--- src/rtl/if_id_reg_pkg.sv ---
// ---------------------------------------------------------------------------
// if_id_reg_pkg -- shared CPU constants for the IF/ID pipeline boundary.
//
// Contents:
//   CPU_NOP_INSTR   bubble encoding (ADD $0,$0,$0) used on flush/reset/halt
//   CPU_HLT_OPCODE  opcode field value (instr[15:12]) that identifies HLT
//   CPU_PC_RESET    value the PC fields take while reset is asserted
//   if_id_state_e   2-bit front-end halt FSM encoding
//   is_hlt()        decode helper: valid HLT sitting in a pipeline slot
// ---------------------------------------------------------------------------
package if_id_reg_pkg;

  localparam logic [15:0] CPU_NOP_INSTR  = 16'h0000;
  localparam logic [3:0]  CPU_HLT_OPCODE = 4'hF;
  localparam logic [15:0] CPU_PC_RESET   = 16'h0000;

  typedef enum logic [1:0] {
    ST_RUN       = 2'b00,
    ST_HALT_PEND = 2'b01,
    ST_HALTED    = 2'b10
  } if_id_state_e;

  // A slot holds a HLT only if it is a real (non-bubble) instruction whose
  // opcode field matches; bubbles can never trigger a halt.
  function automatic logic is_hlt(
    input logic        valid,
    input logic [15:0] instr,
    input logic [3:0]  hlt_opcode
  );
    return valid && (instr[15:12] == hlt_opcode);
  endfunction

endpackage : if_id_reg_pkg

--- src/rtl/if_id_reg_pipe_reg16.sv ---
// ---------------------------------------------------------------------------
// pipe_reg16 -- 16-bit pipeline register with write-enable and an
// asynchronous active-high reset to a caller-supplied value.
//
// Ports:
//   clk      rising-edge clock
//   rst      asynchronous active-high reset; q takes rst_val immediately
//   en       write-enable; q holds when low
//   rst_val  value loaded while rst is high (tie to a constant)
//   d        data to capture
//   q        registered data
// ---------------------------------------------------------------------------
module pipe_reg16 (
  input  logic        clk,
  input  logic        rst,
  input  logic        en,
  input  logic [15:0] rst_val,
  input  logic [15:0] d,
  output logic [15:0] q
);

  // Storage: async reset to rst_val, otherwise capture d when enabled.
  always_ff @(posedge clk or posedge rst) begin
    if (rst) begin
      q <= rst_val;
    end else if (en) begin
      q <= d;
    end
  end

endmodule : pipe_reg16

--- src/rtl/if_id_reg.sv ---
// ---------------------------------------------------------------------------
// if_id_reg -- IF/ID pipeline register with stall, flush and HLT handling.
//
// Parameters:
//   NOP_INSTR   bubble encoding inserted on flush, reset and halt
//   HLT_OPCODE  instr[15:12] value recognised as HLT
//
// Ports:
//   clk             rising-edge clock
//   rst             asynchronous active-high reset
//   if_instr        instruction from fetch
//   if_pc           PC of if_instr
//   if_pc_plus_two  if_pc + 2 from the fetch adder
//   stall           hold register contents (load-use hazard)
//   flush           squash the held instruction (branch taken in ID)
//   id_instr        registered instruction to decode
//   id_pc           registered PC
//   id_pc_plus_two  registered PC + 2
//   id_valid        id_instr is a real, non-squashed instruction
//   id_hlt          a valid HLT is currently held in ID
//   halted          sticky: front end frozen after HLT
//   fetch_hold      tells fetch to stop advancing the PC
//
// Update priority per edge: flush > stall > normal load. Once a HLT has been
// seen in ID with no stall/flush, the FSM spends one cycle in HALT_PEND
// (where a late flush can still cancel it as wrong-path) before freezing in
// HALTED until reset.
// ---------------------------------------------------------------------------
module if_id_reg
  import if_id_reg_pkg::*;
#(
  parameter logic [15:0] NOP_INSTR  = CPU_NOP_INSTR,
  parameter logic [3:0]  HLT_OPCODE = CPU_HLT_OPCODE
) (
  input  logic        clk,
  input  logic        rst,
  input  logic [15:0] if_instr,
  input  logic [15:0] if_pc,
  input  logic [15:0] if_pc_plus_two,
  input  logic        stall,
  input  logic        flush,
  output logic [15:0] id_instr,
  output logic [15:0] id_pc,
  output logic [15:0] id_pc_plus_two,
  output logic        id_valid,
  output logic        id_hlt,
  output logic        halted,
  output logic        fetch_hold
);

  if_id_state_e state_r;
  if_id_state_e next_state_s;

  logic        valid_r;
  logic        valid_d_s;
  logic        instr_en_s;
  logic [15:0] instr_d_s;
  logic        pc_en_s;
  logic        id_hlt_s;
  logic        halted_s;
  logic        halt_pend_s;

  // Status decoded from registered state only.
  assign id_hlt_s    = is_hlt(valid_r, id_instr, HLT_OPCODE);
  assign halted_s    = (state_r == ST_HALTED);
  assign halt_pend_s = (state_r == ST_HALT_PEND);

  // FSM state register.
  always_ff @(posedge clk or posedge rst) begin
    if (rst) begin
      state_r <= ST_RUN;
    end else begin
      state_r <= next_state_s;
    end
  end

  // FSM next-state logic. A stalled HLT stays in RUN; only an unstalled,
  // unflushed HLT starts the halt sequence.
  always_comb begin
    next_state_s = ST_RUN;
    case (state_r)
      ST_RUN: begin
        if (id_hlt_s && !stall && !flush) begin
          next_state_s = ST_HALT_PEND;
        end else begin
          next_state_s = ST_RUN;
        end
      end
      ST_HALT_PEND: begin
        if (flush) begin
          next_state_s = ST_RUN;
        end else begin
          next_state_s = ST_HALTED;
        end
      end
      ST_HALTED: begin
        next_state_s = ST_HALTED;
      end
      default: begin
        next_state_s = ST_RUN;
      end
    endcase
  end

  // Priority mux for the pipeline register contents. Flush loads the fetch
  // PC fields alongside the bubble so the squashed slot still carries a
  // meaningful PC. In HALT_PEND/HALTED only bubbles enter, PC fields hold.
  always_comb begin
    instr_en_s = 1'b1;
    instr_d_s  = NOP_INSTR;
    pc_en_s    = 1'b0;
    valid_d_s  = 1'b0;
    case (state_r)
      ST_RUN: begin
        if (flush) begin
          instr_en_s = 1'b1;
          instr_d_s  = NOP_INSTR;
          pc_en_s    = 1'b1;
          valid_d_s  = 1'b0;
        end else if (stall) begin
          instr_en_s = 1'b0;
          instr_d_s  = if_instr;
          pc_en_s    = 1'b0;
          valid_d_s  = valid_r;
        end else begin
          instr_en_s = 1'b1;
          instr_d_s  = if_instr;
          pc_en_s    = 1'b1;
          valid_d_s  = 1'b1;
        end
      end
      ST_HALT_PEND: begin
        if (flush) begin
          instr_en_s = 1'b1;
          instr_d_s  = NOP_INSTR;
          pc_en_s    = 1'b1;
          valid_d_s  = 1'b0;
        end else begin
          instr_en_s = 1'b1;
          instr_d_s  = NOP_INSTR;
          pc_en_s    = 1'b0;
          valid_d_s  = 1'b0;
        end
      end
      ST_HALTED: begin
        instr_en_s = 1'b1;
        instr_d_s  = NOP_INSTR;
        pc_en_s    = 1'b0;
        valid_d_s  = 1'b0;
      end
      default: begin
        instr_en_s = 1'b1;
        instr_d_s  = NOP_INSTR;
        pc_en_s    = 1'b0;
        valid_d_s  = 1'b0;
      end
    endcase
  end

  // Valid flag register.
  always_ff @(posedge clk or posedge rst) begin
    if (rst) begin
      valid_r <= 1'b0;
    end else begin
      valid_r <= valid_d_s;
    end
  end

  pipe_reg16 u_instr_reg (
    .clk     (clk),
    .rst     (rst),
    .en      (instr_en_s),
    .rst_val (NOP_INSTR),
    .d       (instr_d_s),
    .q       (id_instr)
  );

  pipe_reg16 u_pc_reg (
    .clk     (clk),
    .rst     (rst),
    .en      (pc_en_s),
    .rst_val (CPU_PC_RESET),
    .d       (if_pc),
    .q       (id_pc)
  );

  pipe_reg16 u_pc_plus_two_reg (
    .clk     (clk),
    .rst     (rst),
    .en      (pc_en_s),
    .rst_val (CPU_PC_RESET),
    .d       (if_pc_plus_two),
    .q       (id_pc_plus_two)
  );

  assign id_valid   = valid_r;
  assign id_hlt     = id_hlt_s;
  assign halted     = halted_s;
  assign fetch_hold = stall | halted_s | halt_pend_s;

endmodule : if_id_reg
--- config.mk ---
export PLATFORM = sky130hd
export DESIGN_NAME = if_id_reg
export DESIGN_NICKNAME = d
export VERILOG_FILES = /design/src/rtl/if_id_reg_pkg.sv /design/src/rtl/if_id_reg_pipe_reg16.sv /design/src/rtl/if_id_reg.sv
export SDC_FILE = /design/constraint.sdc
export NUM_CORES = 1
export LEC_CHECK = 0
export CORE_ASPECT_RATIO = 0.75
export CORE_MARGIN = 3
export CORE_UTILIZATION = 44
export CTS_CLUSTER_DIAMETER = 30
export DETAILED_ROUTE_END_ITERATION = 12
export GPL_TIMING_DRIVEN = 1
export PLACE_DENSITY = 0.95
export SETUP_SLACK_MARGIN = 0.5
export SYNTH_ARGS = -nofsm -noshare
export SYNTH_HDL_FRONTEND = slang
export SYNTH_SLANG_ARGS = --single-unit
export TNS_END_PERCENT = 100
--- constraint.sdc ---
create_clock -name clk -period 2.6 [get_ports clk]
set_input_delay 0.52 -clock clk [delete_from_list [all_inputs] [get_ports clk]]
set_output_delay 0.52 -clock clk [all_outputs]
set_load 0.005 [all_outputs]
==> flow_summary.json, run 1 <==
{
  "synthesis.nets": 218,
  "cts_tree": "yes",
  "fp.dieH_um": 67.0,
  "dpl.hpwl_um": 4130,
  "cpPeakStageDelay_ns": 0.42,
  "cp_slowest_cell": "clkdlybuf4s50_1",
  "netlist_top_cells_area": "dfrtp_1, a32o_1, nor2b_1",
  "finalPower_mw": 1.70,
  "synth_area_sq_um": 2190,
  "yosysSeqAreaShare": 0.584,
  "pwr_density_cell_nw_per_um2": 508,
  "grt_max_degree": 35,
  "avgSynthCellArea_sq_um": 13.2,
  "ctsRootBufferMaster": "clkbuf_8",
  "ys.flop_type": "dfrtp_1",
  "start_util": 0.473,
  "pwr-share-seq": 0.528,
  "nets": 321,
  "syn_to_final_growth_pct": 53.3,
  "cp.arrival_ns": 1.48,
  "cp-end-kind": "output pin",
  "power.leakage_nw": 1.41,
  "r2r_cells": 5,
  "htreeDepth": 2,
  "clock_latency_ns": 0.29,
  "viasPerCell": 5.54,
  "status": "finished, final reports clean",
  "max_freq_mhz": 500,
  "post-route-period-util": 0.770,
  "syn_inst": 166,
  "async_flop_share": 1.00,
  "cp_cell_sequence": "clkdlybuf4s50_1 > or3_1 > clkbuf_2",
  "fin_setup_tns_ns": 0,
  "synthAdderAreaFrac": 0,
  "rsz0062_at_grt": "false",
  "drc": 0,
  "grt_pass1_vias": 1783,
  "synth-simple-area-share": 0.142,
  "fin_skew_ns": 0.00785,
  "p_clk_frac": 0.242,
  "crit_path_start_kind": "input pin",
  "r2r_start": "state_r[1]$_DFF_PP0_",
  "synth_top_cells_by_count": "dfrtp_1, a32o_1, nor2b_1",
  "cp_max_fo": 2,
  "ir_drop_uv": 365,
  "max_cap_violations": 0,
  "drt-pass1-iter-count": 4,
  "yosysWarnings": 0,
  "setup_viol": 0,
  "hold_violations": 0,
  "yosysTopAreaCellShare": 0.584,
  "whs_ns": 0.511,
  "postRouteAntennaNets": 0,
  "routedWlPerCell_um": 17.9,
  "slew_headroom": 0.509,
  "fp.coreArea_sq_um": 4620,
  "grt.overflow.total": 0,
  "clock-sinks": 51,
  "antenna_found_initial": 0,
  "die_w_um": 87.4,
  "insertedDiodeCount": 0,
  "numCtsBuffers": 5,
  "numPortBuffers": 103,
  "grt_pass1_wl_um": 9250,
  "gp_congestion": 0.783,
  "yosysTopAreaCell": "dfrtp_1",
  "synthMuxAreaShare": 0,
  "yosysMostFrequentCell": "dfrtp_1",
  "die_area_sq_um": 5860,
  "synth_edf_count": 0,
  "layout-drive-gt1-share": 0.0821,
  "final_area_sq_um": 3350,
  "critPathKind": "input pin to output pin",
  "drv_slew": 0,
  "synth_compound_area_frac": 0.222,
  "tightest_slew_ns": 0.735,
  "r2r-end": "u_pc_reg.q[9]$_DFFE_PP0P_",
  "power_frac_comb": 0.231,
  "grt_usage": 0.207,
  "internal_power_mw": 1.29,
  "pre_cts_ws_ns": 0.132,
  "synth-seq-cells": 51,
  "drt-initial-drc-count": 82,
  "hold_path_class": "register to register",
  "setup_ws_ns": 0.599,
  "dpl-instance-area_sq_um": 3260,
  "synth_top_family_by_area": "compound AO/OA/AOI/OAI gates",
  "switching_share": 0.240,
  "vias": 1801,
  "clk_pin_slew_ns": 0.08,
  "routed_wl_um": 5830,
  "crit_required_ns": 2.08,
  "crit_path_end": "fetch_hold",
  "io_pins": 104,
  "crit_start": "stall",
  "p_switching_mw": 0.410,
  "rows": 21,
  "synthDistinctLibCells": 23,
  "clock_path_buffers": 2,
  "synth_xor_area_frac": 0,
  "setup.reg_to_reg.worst_slack_ns": 0.77,
  "period_minus_slack_ns": 2.00
}
how the worst min path moves through the flow:
stage / start / end / depth (start not counted)
6_report: u_instr_reg.q[11]$_DFFE_PP0P_ / u_instr_reg.q[11]$_DFFE_PP0P_ / 1
3_5_place_dp: u_instr_reg.q[5]$_DFFE_PP0P_ / u_instr_reg.q[5]$_DFFE_PP0P_ / 1
3_3_place_gp: u_instr_reg.q[0]$_DFFE_PP0P_ / u_instr_reg.q[0]$_DFFE_PP0P_ / 1
4_1_cts: u_instr_reg.q[4]$_DFFE_PP0P_ / u_instr_reg.q[4]$_DFFE_PP0P_ / 1
2_1_floorplan: u_instr_reg.q[0]$_DFFE_PP0P_ / u_instr_reg.q[0]$_DFFE_PP0P_ / 1
5_1_grt: u_instr_reg.q[4]$_DFFE_PP0P_ / u_instr_reg.q[4]$_DFFE_PP0P_ / 1
metal layers:
metal | vias to the layer above | track usage | share of wire
li1 | 830 | - | -
met1 | 885 | 0.269 | 0.45
met2 | 84 | 0.323 | 0.44
met3 | 2 | 0.0902 | 0.10
met4 | 0 | 0.0402 | 0.0038
met5 | - | 0 | 0
through the flow:
step / utilization / std cells
after floorplan: - / 166
after global placement: 0.706 / 318
after detailed placement: 0.706 / 318
after CTS: 0.726 / 325
after global routing: 0.725 / 325
final: 0.725 / 325
critical path: cells and delay by family:
family,cells,cell delay (ns)
AND/OR/NAND/NOR,1,0.40
buffers and inverters,2,0.56
power by group through the flow:
| stage | clock [mW] | combinational [mW] | sequential, mW |
|---|---|---|---|
| 2_1_floorplan | 0 | 0.139 | 0.915 |
| 3_3_place_gp | 0 | 0.384 | 0.912 |
| 3_5_place_dp | 0 | 0.394 | 0.914 |
| 4_1_cts | 0.420 | 0.399 | 0.898 |
| 5_1_grt | 0.454 | 0.426 | 0.906 |
| 6_report | 0.411 | 0.393 | 0.899 |
cell usage in the layout, fill, tap and decap left out, types with 2 or more instances in the layout:
cell type        Yosys  layout
nor2_1               2       2
and2b_1              4       4
clkdlybuf4s50_1      0     102
or3_1                2       2
dfrtp_1             51      50
nor2b_1             30      29
a32o_1              32      32
a22o_1              16      16
clkbuf_8             0       5
buf_4                0       9
registers in the layout (all words and copies together), names as in the netlist:
signal               flops
u_pc_plus_two_reg.q     16
u_pc_reg.q              16
id_valid                 1
u_instr_reg.q           16
state_r                  2
what timing repair did:
| action | 4_1_cts | 5_1_grt |
|---|---|---|
| hold buffers | 0 | 0 |
| gates resized for setup | 5 | 1 |
| setup buffers | 1 | 0 |
| gates cloned | 0 | 0 |
| endpoints found under the hold margin | 0 | 0 |
| setup endpoints to repair | 29 | 1 |
cell type report:
cell class / count / area [sq um]
timing repair buffer: 113 / 1110
multi-input combinational: 96 / 808
tap: 57 / 71.3
inverter: 2 / 7.51
sequential: 51 / 1280
clock buffer: 6 / 72.6
fill: 324 / 1270
cells by family (layout without fill, tap and decap cells):
family / count (synthesis) / after routing
flip-flops: 51 / 51
AO/OA/AOI/OAI: 51 / 51
AND/OR/NAND/NOR: 45 / 45
buffers and inverters: 19 / 121
No activity file was read; power rests on OpenSTA's default activity.
==> run 2, diff against run 1 <==
- CORE_UTILIZATION: 44 -> 41
- PLACE_DENSITY: 0.95 -> 0.9
- clock period: 2.6 -> 2 ns (I/O delays scaled with it)
==> flow_summary.json, run 2 (synthesized netlist as in run 1, its figures left out) <==
{
  "post-route-period-util": 0.881,
  "die_w_um": 90.3,
  "setup_ws_ns": 0.237,
  "vias": 1987,
  "clock_path_buffers": 2,
  "grt.overflow.total": 0,
  "cp_cell_sequence": "nor2b_1 > or3_1 > buf_2",
  "crit_path_start_kind": "register",
  "insertedDiodeCount": 0,
  "power.leakage_nw": 1.83,
  "hold_buffers": 0,
  "clock_latency_ns": 0.30,
  "clock-sinks": 51,
  "grt_pass1_vias": 2021,
  "fin_setup_tns_ns": 0,
  "final_area_sq_um": 3850,
  "grt_pass1_wl_um": 10400,
  "status": "finished, final reports clean",
  "ir_drop_uv": 463,
  "htreeDepth": 2,
  "postRouteAntennaNets": 0,
  "r2r_start": "state_r[1]$_DFF_PP0_",
  "layout_common_cells": "clkdlybuf4s50_1, dfrtp_1, dlygate4sd2_1",
  "period_minus_slack_ns": 1.76,
  "dpl-instance-area_sq_um": 3310,
  "n_fill_cell": 341,
  "final_util": 0.769,
  "cp_slowest_cell": "dfrtp_2",
  "grt_usage": 0.208,
  "die_area_sq_um": 6250,
  "slew_headroom": 0.758,
  "rows": 22,
  "clk_pin_slew_ns": 0.10,
  "drt-initial-drc-count": 89,
  "routed_wl_um": 6760,
  "numCtsBuffers": 5,
  "hold_path_class": "input pin to asynchronous set/reset pin",
  "max_freq_mhz": 567,
  "finalPower_mw": 2.50,
  "syn_to_final_growth_pct": 76.3,
  "cp.arrival_ns": 1.36,
  "final_common_cell": "clkdlybuf4s50_1",
  "cts_tree": "yes",
  "fin_skew_ns": 0.00673,
  "start_util": 0.436,
  "crit_required_ns": 1.60,
  "cp-end-kind": "output pin",
  "io_pins": 104,
  "drt-pass1-iter-count": 4,
  "nets": 354,
  "gp_congestion": 0.775,
  "tightest_slew_ns": 0.354,
  "viasPerCell": 5.30,
  "drv_slew": 0,
  "cp_max_fo": 4,
  "drc": 0,
  "grt_max_degree": 52,
  "pwr_density_cell_nw_per_um2": 649,
  "numPortBuffers": 103,
  "rsz0062_at_grt": "true",
  "crit_start": "state_r[0]$_DFF_PP0_",
  "top_regs": "u_instr_reg.q: 16 flops, u_pc_plus_two_reg.q: 16 flops, u_pc_reg.q: 16 flops",
  "whs_ns": 0.494,
  "antenna_found_initial": 0,
  "critPathKind": "register to output pin",
  "layout-drive-gt1-share": 0.228,
  "fp.dieH_um": 69.2,
  "fp.coreArea_sq_um": 5010,
  "dp_cells": 336,
  "pre_cts_ws_ns": -0.0545,
  "ctsRootBufferMaster": "clkbuf_8",
  "routedWlPerCell_um": 18.0,
  "hold_violations": 0,
  "max_cap_violations": 0,
  "dpl.hpwl_um": 3980,
  "setup_viol": 0,
  "cpPeakStageDelay_ns": 0.44,
  "instances_no_fill": 375
}
==> run 2: changes by cell type in the layout (fill, tap and decap cells not counted), moves of 2 or more <==
cell and delta:
a32o_1 -3, a32o_2 +3, buf_12 +5, buf_16 +2, buf_2 +2, buf_4 +12
buf_6 +10, bufbuf_16 +2, clkbuf_16 +2, clkdlybuf4s50_1 -51, dlygate4sd2_1 +49
==> run 2: path summary, 6_finish.rpt <==
path | to | slack, ns | cells past startpoint
worst max-delay path | fetch_hold | 0.24 | 3
worst min-delay path | u_instr_reg.q[0]$_DFFE_PP0P_ | 0.49 | 3
worst max register to register | u_pc_plus_two_reg.q[0]$_DFFE_PP0P_ | 0.26 | 6
worst min register to register | u_instr_reg.q[5]$_DFFE_PP0P_ | 0.52 | 1
max in group asynchronous | u_pc_plus_two_reg.q[9]$_DFFE_PP0P_ | 1.27 | 3
min in group clk | u_instr_reg.q[5]$_DFFE_PP0P_ | 0.52 | 1
==> run 2: area by class of cell <==
cell class,count,area (sq um),share of cell area
Clock buffer,6,82.6,0.0214
Clock inverter,2,35.0,0.00909
Inverter,2,11.3,0.00292
Multi-Input combinational cell,96,831,0.216
Sequential cell,51,1280,0.332
Tap cell,72,90.1,0.0234
Timing Repair Buffer,146,1530,0.396
==> run 2: critical path, delay by kind of cell (launching register included) <==
| kind | cells | cell delay (ns) |
|---|---|---|
| flip-flops | 1 | 0.44 |
| buffers and inverters | 1 | 0.14 |
| AND/OR/NAND/NOR | 2 | 0.48 |
==> run 2: repair_timing <==
action | in CTS | in global routing
gates cloned | 4 | 3
endpoints found under the setup margin | 84 | 52
setup buffers | 16 | 8
gates resized for setup | 73 | 24
pin swaps | 2 | 52
==> run 2: metal layers <==
| layer | track usage | wire, um |
|---|---|---|
| met1 | 0.266 | 2980 |
| met2 | 0.345 | 3230 |
| met3 | 0.0672 | 498 |
| met4 | 0.0509 | 47 |
| met5 | 0 | 0 |
==> run 2: report_power, final <==
part           switching [mW]  internal, mW  total [mW]
Sequential             0.0490          1.12        1.16
Clock                   0.347         0.405       0.752
Combinational           0.209         0.374       0.583
Total                   0.605          1.90        2.50
